==> src/rtl/fifo_pkg.sv <==
// Shared sizing defaults and pointer-wrap helper for the FIFO control stage.
package fifo_pkg;

  localparam int unsigned MEM_SIZE_DEF = 4;
  localparam int unsigned PTR_L_DEF    = 2;
  localparam int unsigned CNT_L_DEF    = 3;

  // Next pointer value with explicit wrap at size-1 (size need not be a power of 2).
  function automatic int unsigned ptr_wrap_inc(input int unsigned ptr, input int unsigned size);
    if (ptr >= size - 32'd1) begin
      return 32'd0;
    end
    return ptr + 32'd1;
  endfunction

endpackage

==> src/rtl/fifo_ptr.sv <==
// Wrapping pointer register with increment enable and synchronous reset.
module fifo_ptr
  import fifo_pkg::*;
#(
  parameter int unsigned MEM_SIZE = MEM_SIZE_DEF,
  parameter int unsigned PTR_L    = PTR_L_DEF
) (
  input  logic             clk,
  input  logic             reset,
  input  logic             inc,
  output logic [PTR_L-1:0] ptr
);

  logic [PTR_L-1:0] ptr_q;
  logic [PTR_L-1:0] ptr_d;

  always_comb begin
    ptr_d = ptr_q;
    if (inc) begin
      ptr_d = PTR_L'(ptr_wrap_inc(32'(ptr_q), MEM_SIZE));
    end
  end

  always_ff @(posedge clk) begin
    if (reset) begin
      ptr_q <= '0;
    end else begin
      ptr_q <= ptr_d;
    end
  end

  assign ptr = ptr_q;

endmodule

==> src/rtl/fifo_ctrl.sv <==
// FIFO control stage: qualifies push/pop requests, drives array pointers,
// tracks occupancy and reports status flags, read-valid and a sticky error.
module fifo_ctrl
  import fifo_pkg::*;
#(
  parameter int unsigned MEM_SIZE = MEM_SIZE_DEF,
  parameter int unsigned PTR_L    = PTR_L_DEF,
  parameter int unsigned CNT_L    = CNT_L_DEF
) (
  input  logic             clk,
  input  logic             reset,
  input  logic             push_req,
  input  logic             pop_req,
  input  logic [CNT_L-1:0] almost_full_thr,
  input  logic [CNT_L-1:0] almost_empty_thr,
  output logic             push,
  output logic             pop,
  output logic [PTR_L-1:0] wr_ptr,
  output logic [PTR_L-1:0] rd_ptr,
  output logic [CNT_L-1:0] count,
  output logic             empty,
  output logic             full,
  output logic             almost_empty,
  output logic             almost_full,
  output logic             valid_out,
  output logic             error
);

  logic [CNT_L-1:0] count_q;
  logic [CNT_L-1:0] count_d;
  logic             valid_q;
  logic             valid_d;
  logic             error_q;
  logic             error_d;
  logic             push_ok;
  logic             pop_ok;

  // Status flags are pure compares on the registered occupancy.
  always_comb begin
    empty        = (count_q == '0);
    full         = (count_q == CNT_L'(MEM_SIZE));
    almost_empty = (count_q <= almost_empty_thr);
    almost_full  = (count_q >= almost_full_thr);
  end

  // Reset masks both strobes so nothing reaches the array on the reset edge.
  always_comb begin
    pop_ok  = ~reset & pop_req & ~empty;
    push_ok = ~reset & push_req & (~full | pop_ok);
  end

  always_comb begin
    count_d = count_q;
    valid_d = pop_ok;
    error_d = error_q | (push_req & ~push_ok) | (pop_req & ~pop_ok);
    unique case ({push_ok, pop_ok})
      2'b10:   count_d = count_q + CNT_L'(1);
      2'b01:   count_d = count_q - CNT_L'(1);
      default: count_d = count_q;
    endcase
  end

  always_ff @(posedge clk) begin
    if (reset) begin
      count_q <= '0;
      valid_q <= 1'b0;
      error_q <= 1'b0;
    end else begin
      count_q <= count_d;
      valid_q <= valid_d;
      error_q <= error_d;
    end
  end

  fifo_ptr #(
    .MEM_SIZE (MEM_SIZE),
    .PTR_L    (PTR_L)
  ) u_wr_ptr (
    .clk   (clk),
    .reset (reset),
    .inc   (push_ok),
    .ptr   (wr_ptr)
  );

  fifo_ptr #(
    .MEM_SIZE (MEM_SIZE),
    .PTR_L    (PTR_L)
  ) u_rd_ptr (
    .clk   (clk),
    .reset (reset),
    .inc   (pop_ok),
    .ptr   (rd_ptr)
  );

  assign push      = push_ok;
  assign pop       = pop_ok;
  assign count     = count_q;
  assign valid_out = valid_q;
  assign error     = error_q;

endmodule

==> config.mk <==
export PLATFORM = sky130hd
export DESIGN_NAME = fifo_ctrl
export DESIGN_NICKNAME = d
export VERILOG_FILES = /design/src/rtl/fifo_pkg.sv /design/src/rtl/fifo_ptr.sv /design/src/rtl/fifo_ctrl.sv
export SDC_FILE = /design/constraint.sdc
export NUM_CORES = 1
export LEC_CHECK = 0
export ABC_AREA = 1
export CAP_MARGIN = 20
export CORE_ASPECT_RATIO = 1.25
export CORE_MARGIN = 3
export CORE_UTILIZATION = 30
export CTS_BUF_LIST = sky130_fd_sc_hd__clkbuf_2
export CTS_CLUSTER_DIAMETER = 150
export DETAILED_ROUTE_END_ITERATION = 16
export PLACE_DENSITY = 0.66
export SLEW_MARGIN = 10
export SYNTH_ARGS = -nofsm -noshare
export SYNTH_HDL_FRONTEND = slang
export SYNTH_HIERARCHICAL = 1
export SYNTH_SLANG_ARGS = --single-unit
==> constraint.sdc <==
create_clock -name clk -period 2.64 [get_ports clk]
set_input_delay 0.528 -clock clk [delete_from_list [all_inputs] [get_ports clk]]
set_output_delay 0.528 -clock clk [all_outputs]
set_load 0.005 [all_outputs]
==> impl_metrics.py <==
metrics = {
    "power_and_ir_drop": {
        "power-per-cell-area_mw_per_mm2": 402,
        "max-vdd-ir-drop_uv": 217,
        "power_leakage_nw": 0.504,
    },
    "setup_path": {
        "cp.required_ns": 2.11,
        "critical_path_arrival_ns": 1.89,
        "critPathKind": "input pin to primary output",
        "setup.reg_to_reg.worst_slack_ns": 0.96,
        "cp_endpoint_kind": "primary output",
        "worstPathMaxFanout": 3,
        "crit_path_start_kind": "input pin",
    },
    "global_route": {
        "global_route_wire_length_before_repair_um": 2670,
        "grtUsageTotal_pct": 12.9,
        "gr-max-usage-layer": "met2",
        "antenna_violations_before_repair": 0,
        "first_global_vias": 717,
        "grt.met2_usage_pct": 20.4,
        "grt_max_degree": 7,
        "groute.layer.met3.usage_pct": 4.28,
        "gr-usage-met1_pct": 15.6,
        "global_route.overflow_total": 0,
    },
    "sta": {
        "post-route-period-util_pct": 91.4,
        "layout_min_cycle_time_ns": 2.41,
        "worst_slack_ns": 0.226,
        "rsz0062_at_grt": "no",
        "timing_hold_violations_final": 0,
        "fmaxAchievable_mhz": 414,
        "max-slew-margin-rel_pct": 82.1,
        "finalMaxSlewViolations": 0,
        "max_slew.worst_pin.slew_ns": 0.268,
        "final-setup-viol-count": 0,
        "clock_skew_ns": 0.00451,
        "setup_tns_ns": 0,
    },
    "cells_and_area": {
        "insertedDiodeCount": 0,
        "areaGrowthSynthToFinish_pct": 49.5,
        "instances_no_fill": 153,
        "nNetsFinal": 143,
        "postLayoutCellArea_um2": 993,
        "layout-drive-gt1-share_pct": 14.6,
    },
    "status": {
        "status": "finished clean",
    },
    "drt": {
        "route.detailed.drc": 0,
        "wire_length_per_cell_um": 9.20,
        "firstDrtPassIters": 4,
        "drt_first_iter_violations": 12,
        "route.final.wire_length_um": 1410,
        "detail_route.vias_per_cell": 4.40,
        "dr_total_vias": 673,
        "ant_nets": 0,
    },
    "floorplanning": {
        "io-pin-count": 25,
        "initial_core_util_pct": 32.4,
        "die_boundary_width_um": 48.1,
        "floorplan.die_area_mm2": 0.00282,
        "row_count": 18,
        "fp.coreArea_mm2": 0.00205,
        "chipHeight_um": 58.6,
    },
    "synth": {
        "post_synth_instance_area_um2": 664,
        "yosys_warnings": 6,
        "synth_area_per_cell_um2": 7.30,
        "synth_cells": 91,
        "synth-seq-cells": 9,
        "synth_seq_area_share_pct": 27.1,
        "synthesis.nets": 110,
        "synth.lib_cells_used.distinct": 18,
    },
    "place": {
        "dpl.cell_count": 149,
        "gp_routability_congestion": 0.759,
        "place_worst_setup_slack_ns": -0.0121,
        "portBuffers": 24,
        "dpl.hpwl_um": 1190,
        "detailed_place.area_um2": 972,
    },
    "clock_network": {
        "cts_hold_repair.buffers": 0,
        "cts_inserted_buffers": 3,
        "clk_latency_ns": 0.25,
        "tritoncts_clock_tree": "built",
        "cts_post_setup_buffers_inserted": 0,
        "cts_buffer_depth": 2,
        "worst_setup_hold_path_clk_slew_ns": 0.10,
        "cts_sink_count": 9,
        "cts.htree.levels": 1,
        "cts.root.buffer_cell": "clkbuf_2",
    },
    "run": {
        "timing.max_cap.violations": 0,
    },
    "min_path": {
        "hold_class": "flip-flop to flip-flop",
    },
}
-- synthesized netlist by cell type, drive strengths merged --
library cell,number,share of area [%]
ha,8,15
dfxtp,9,27
nand3,7,6.8
fa,1,3.0
nand4,2,1.9
nor2,9,7.3
o211ai,1,1.1
a21boi,1,1.1
a21oi,7,7.0
inv,24,14
nand2,17,12
o21ai,5,3.8
-- final timing paths --
check / startpoint / endpoint / cells after the start
worst min-delay path: u_wr_ptr/ptr[0] / u_wr_ptr/ptr[0] / 2
worst min register to register: u_wr_ptr/ptr[0] / u_wr_ptr/ptr[0] / 2
worst max-delay path: push_req / push / 6
worst max register to register: count[2] / count[2] / 8
-- placed cells by master (no fill, tap or decap), types with 2 or more instances in the layout --
cell type        instances
nor2_1                   7
dfxtp_1                  9
nand2_4                  2
o21ai_0                  3
ha_1                     8
nand3_2                  2
a21oi_1                  4
inv_1                   24
nand2_1                 14
clkbuf_2                 4
nor2_4                   2
nand3_1                  5
o21ai_1                  2
nand4_1                  2
a21oi_2                  3
clkdlybuf4s50_1         22
buf_4                    4
-- flip-flops by register name, summed over array words and instances (netlist names) --
signal	cells
u_wr_ptr/ptr	2
error	1
count	3
u_rd_ptr/ptr	2
valid_out	1
-- repair_timing --
item	in CTS	in global routing
resized for setup	1	1
hold endpoints to repair	0	0
endpoints found under the setup margin	1	1
-- metal layers --
layer | routed length, um | part of all wire (%) | up-vias
li1 | - | - | 349
met1 | 608 | 43 | 311
met2 | 732 | 52 | 13
met3 | 67 | 4.8 | 0
met4 | 0 | 0 | 0
met5 | 0 | 0 | -
-- worst max-delay path, cell delays in order --
cell	delay, ns
clkdlybuf4s50_1	0.48
inv_1	0.08
nor2_1	0.14
nand2_1	0.09
inv_1	0.07
clkdlybuf4s50_1	0.50
-- cell type report --
class | count | area [um^2]
Sequential cell | 9 | 180
Fill cell | 206 | 1060
Inverter | 24 | 90.1
Clock buffer | 4 | 20.0
Tap cell | 30 | 37.5
Timing Repair Buffer | 28 | 272
Multi-Input combinational cell | 58 | 394
-- kinds of logic (layout without fill, tap and decap cells) --
kind of cell	count (synthesis)	count (layout)	synth area share, %
simple gates	35	35	28.2
flops	9	9	27.1
buf+inv	24	56	13.6
fa+ha+maj	9	9	18.1
compound gates	14	14	13.0
-- where the power goes --
part           switching [mW]  total (mW)  internal [mW]
sequential             0.0126       0.160          0.148
clock                  0.0500      0.0902         0.0403
combinational          0.0662       0.149         0.0825
total                   0.129       0.399          0.270
-- per-stage QoR --
| stage | hold WS, ns | power [mW] | util (%) |
|---|---|---|---|
| 2_1_floorplan | 0.483 | 0.237 | - |
| 3_3_place_gp | 0.482 | 0.312 | 47.4 |
| 3_5_place_dp | 0.489 | 0.316 | 47.4 |
| 4_1_cts | 0.506 | 0.403 | 48.4 |
| 5_1_grt | 0.543 | 0.431 | 48.5 |
| 6_report | 0.497 | 0.399 | 48.5 |
Power figures use the tool's default switching activity.
==> variant 1 (same flow settings) <==
`CNT_L_DEF`: 3 -> 6.
--- a/src/rtl/fifo_pkg.sv
+++ b/src/rtl/fifo_pkg.sv
@@ -3,7 +3,7 @@
 
   localparam int unsigned MEM_SIZE_DEF = 4;
   localparam int unsigned PTR_L_DEF    = 2;
-  localparam int unsigned CNT_L_DEF    = 3;
+  localparam int unsigned CNT_L_DEF    = 6;
 
   // Next pointer value with explicit wrap at size-1 (size need not be a power of 2).
   function automatic int unsigned ptr_wrap_inc(input int unsigned ptr, input int unsigned size);
Ports: changed (resized almost_empty_thr, almost_full_thr and count); port bits go from 25 to 34. The function was not compared with the original's and may differ.
==> variant 1 against the unedited design <==
Sequential cell count increased by 3; synthesized cell count increased by 71%; setup slack got worse by 0.10 ns; die area increased by 57%; maximum frequency decreased by 4.2%; area after synthesis increased by 66%; cell area increased by 56%; wire length increased by 65%; register-to-register slack got worse by 0.42 ns; global-route usage decreased by 1.8 points; hold slack improved by 0.010 ns; via count increased by 58%; total power increased by 62%.
==> variant 1: results (changes against the unedited design) <==
status=completed; worst stage delay on the critical path=0.45 ns (-0.05 ns); largest net degree at the start of global routing=8 (+1); DR WL met3=101 µm (+51%); Clock Skews=0.01670 ns (+0.01219 ns); synth top area cells=dfxtp_1 (22%), ha_1 (20%), inv_1 (13%); dpl hpwl=1.989 mm (+68%); Hold Path End=u_wr_ptr/ptr[0]; IO Port Bufs=33 (+38%); r2r endpoint=count[3]; met2 Resource Use GR=20.43% (about the same); antenna cell count=0 (unchanged); Worst Path Max Fanout=2 (-1); Synth Area per Inst=7.058 µm² (-3.3%); reg2reg path depth=12 (+4); hold crit path type=reg -> reg; clock latency on the worst-skew pair=0.27 ns (+0.02 ns); CTS Buf Count=3 (unchanged); PostCTS Resize Cnt=3 (+2); crit path from=almost_empty_thr[3]; Max IR drop VDD=0.0002732 V (+26%); DR pass1 iterations=4 (unchanged); HP Start=u_wr_ptr/ptr[0]; routed wl met2=1.185 mm (+62%); Reg2Reg Setup Slack=0.54 ns (-0.42 ns); fraction of layout cells with a size suffix above 1=14.00% (-0.63 points); violation count after the first detailed-routing iteration=41 (+29); dpl cell area=1533 µm² (+58%); top routing layer used=met4; number of global-route vias before repair=962 (+34%); initial core utilization=31.34% (-1.1 points); Largest delay share family, worst path=buffers and inverters; worst r2r src=count[1]; total leakage power=0.8303 nW (+65%); GR Util met3=0.8787% (-3.4 points); Post-Syn Nets=191 (+74%); max reg flops=6 (+3); worst-margin pin slew=0.2901 ns (+0.02177 ns); met1 wire length=1.026 mm (+69%); CP arrival=1.99 ns (+0.10 ns); post-synthesis sequential area ratio=21.82% (-5.3 points); max-slew violation count=0 (unchanged); Routability Congestion=0.8091 (+6.7%); gr usage total=11.12% (-1.8 points); M1 GR Usage=12.86% (-2.7 points); Layout Cells excl Fill=239 (+56%); first-pass GRT wire length=3.877 mm (+45%); DR WL/cell=9.749 µm (+5.9%); Post-synth top cells=inv_1 (37), nand2_1 (22), ha_1 (18); vias=1060 (+58%); Netlist cell types=26 (+8); Worst-path clk slew=0.11 ns
[variant 1: cell types whose count changed after synthesis, moves of 3 or more]
cell / delta
inv_1: +13
a21oi_1: +5
nor2_1: +10
dfxtp_1: +3
ha_1: +10
nor2_2: +7
nand2_1: +8
o21ai_1: +4
[variant 1: final cells by class]
type / count / area [µm²]
Clock buffer: 3 / 15.01
Clock inverter: 1 / 3.754
Fill cell: 358 / 1964
Inverter: 38 / 145.1
Multi-Input combinational cell: 106 / 715.7
Sequential cell: 12 / 240.2
Tap cell: 39 / 48.80
Timing Repair Buffer: 40 / 380.4
[variant 1: worst max-delay path by stage]
stage / slack [ns] / end / depth (start not counted)
finish: 0.12 / almost_empty / 9
global route: 0.002 / almost_empty / 9
CTS: 0.11 / almost_empty / 9
detailed placement: -0.12 / almost_empty / 9
global placement: -0.07 / almost_empty / 9
floorplan: 0.71 / count[3] / 11
[variant 1: per-stage QoR]
stage	hold slack (ns)	TNS, ns	util, %	setup slack (ns)	power (W)
final	0.5074	0	44.09	0.1211	0.0006460
after global routing	0.5292	0	44.09	0.001567	0.0007052
after global placement	0.4863	-0.08989	43.63	-0.07305	0.0005598
after floorplan	0.4833	0	-	0.7139	0.0004120
after detailed placement	0.4949	-0.1638	43.63	-0.1187	0.0005649
after CTS	0.5114	0	44.09	0.1079	0.0006548
[variant 1: where the power goes]
group | leakage, nW | total (W) | switching (W) | internal [W]
Combinational | 0.717 | 0.000318 | 0.000150 | 0.000168
Sequential | 0.0990 | 0.000233 | 0.0000299 | 0.000203
Clock | 0.0140 | 0.0000951 | 0.0000621 | 0.0000329
[variant 1: kinds of logic after synthesis]
group	share of synthesized area, %
buf+inv	13.18
fa+ha+maj	22.27
flops	21.82
xor+xnor	3.069
compound gates	12.95
simple gates	26.70
==> variant 2 (config.mk and constraints unchanged) <==
Without the edit above. Reset style: asynchronous (`reset`), changed in 2 clocked blocks. Comments in the files are not updated.
--- a/src/rtl/fifo_ptr.sv
+++ b/src/rtl/fifo_ptr.sv
@@ -21,7 +21,7 @@
     end
   end
 
-  always_ff @(posedge clk) begin
+  always_ff @(posedge clk or posedge reset) begin
     if (reset) begin
       ptr_q <= '0;
     end else begin
--- a/src/rtl/fifo_ctrl.sv
+++ b/src/rtl/fifo_ctrl.sv
@@ -60,7 +60,7 @@
     endcase
   end
 
-  always_ff @(posedge clk) begin
+  always_ff @(posedge clk or posedge reset) begin
     if (reset) begin
       count_q <= '0;
       valid_q <= 1'b0;
Formal check against the unedited RTL: differs if reset is asserted again (counterexample within 4 cycles, from zero or initial values and one cycle with reset high); with reset held inactive, the same outputs for 10 cycles.
==> variant 2 against the unedited design <==
Global-route usage is 1.8 points lower; area after synthesis is 3.4% higher; cell area is 2.4% higher; sequential cell count is the same; setup slack got worse by 0.071 ns; critical path type unchanged; wire length grew 1.8%.
Power is not compared: it rests on default switching activity, and its combinational part moved more than twofold at a synthesized area within 25%.
==> variant 2: results (changes against the unedited design) <==
H-tree depth=1 (unchanged); top routing layer used=met3; hold crit path type=reg -> reg; Post-synth top cells=inv_1 (19), nand2_1 (19), dfrtp_1 (9); Worst-path clk slew=0.08 ns (-0.02 ns); synth top area cells=dfrtp_1 (33%), ha_1 (15%), inv_1 (10%); PD cells=914.5 nW/µm²; placed insts=141 (-5.4%); Fill cells=226 (+9.7%); met1 wire length=573 µm (-5.8%); Post-Synthesis Cells=85 (-6.6%); dpl hpwl=1.221 mm (+3.0%); Yosys top cell by area=dfrtp_1; Netlist cell types=20 (+2); synth warn=6 (unchanged); CP arrival=1.96 ns (+0.07 ns); clock latency on the worst-skew pair=0.23 ns (-0.02 ns); PostCTS Resize Cnt=1 (unchanged); Setup WS pre-CTS=-0.04845 ns (-0.03638 ns); Post-Syn Nets=104 (-5.5%); Layout Cells excl Fill=145 (-5.2%); Routability Congestion=0.6633 (-13%); worst stage delay on the critical path=0.54 ns (+0.04 ns); fraction of layout cells with a size suffix above 1=17.39% (+2.8 points); GR Util met3=3.275% (-1.0 points); Clock Skews=0.003299 ns (-0.001213 ns); total setup buffers inserted after CTS=0 (unchanged); Max-slew headroom=81.14% (-0.95 points); DR pass1 iterations=2 (-2); M1 GR Usage=11.06% (-4.5 points); gr usage total=11.06% (-1.8 points); routed wl met2=746 µm (+1.9%); dpl cell area=979.7 µm² (+0.77%); violation count after the first detailed-routing iteration=3 (-9); total leakage power=0.5442 nW; slowest CP cell=clkdlybuf4s50_1; met2 Resource Use GR=22.33% (+1.9 points); DR WL/cell=9.890 µm (+7.5%); number of global-route vias before repair=639 (-11%); vias=629 (-6.5%); DR WL met3=114 µm (+70%); first-pass GRT wire length=2.587 mm (-3.1%); Max Buffers Root-to-Sink=2 (unchanged); Async S/R FF share, synth=100.0% (+100 points); status=completed; post-synthesis sequential area ratio=32.79% (+5.7 points); max reg flops=3 (unchanged); Worst Path Max Fanout=5 (+2)
[variant 2: cell types whose count changed after synthesis, moves of 3 or more]
cell,before,now
dfxtp_1,9,0
nand2_1,14,19
dfrtp_1,0,9
nand2_2,1,4
inv_1,24,19
nor2_1,7,2
a21oi_2,3,0
[variant 2: path summary, 6_finish.rpt]
path                               start               to  slack (ns)  cells after the start
worst max-delay path               reset             push        0.16                      5
worst min-delay path               error            error        0.51                      2
worst max register to register  count[2]         count[2]        0.91                      8
worst min register to register     error            error        0.51                      2
max in group asynchronous          reset            error        1.79                      2
min in group asynchronous          reset  u_rd_ptr/ptr[0]        0.63                      2
[variant 2: layout make-up]
class	count	area share [%]
multi-input cells	56	39.24
repair buffers	26	25.58
flip-flops and latches	9	22.14
inverters	20	7.380
well taps	30	3.690
clock buffers	4	1.968
[variant 2: tightest hold or removal path: cells and delay by family, from the launching register on]
| kind | cells | cell delay [ns] |
|---|---|---|
| AOI/OAI and AO/OA | 2 | 0.11 |
| DFF | 1 | 0.36 |
[variant 2: through the flow]
step            TNS, ns  total power [W]
2_1_floorplan         0        0.0005732
3_3_place_gp          0        0.0008370
3_5_place_dp   -0.04845        0.0008550
4_1_cts               0        0.0009565
5_1_grt               0         0.001042
6_report              0        0.0009302
[variant 2: cells by family after synthesis]
kind of cell	Yosys count	share of synthesized area, %
buf+inv	20	10.93
flops	9	32.79
fa+ha+maj	9	17.49
simple gates	39	32.06
compound gates	8	6.739
[variant 2: report_power, final]
group          leakage (nW)  switching, W  total (W)  internal (W)
registers             0.107     0.0000759   0.000269      0.000193
clock network        0.0166     0.0000441  0.0000844     0.0000403
logic                 0.420      0.000263   0.000577      0.000314
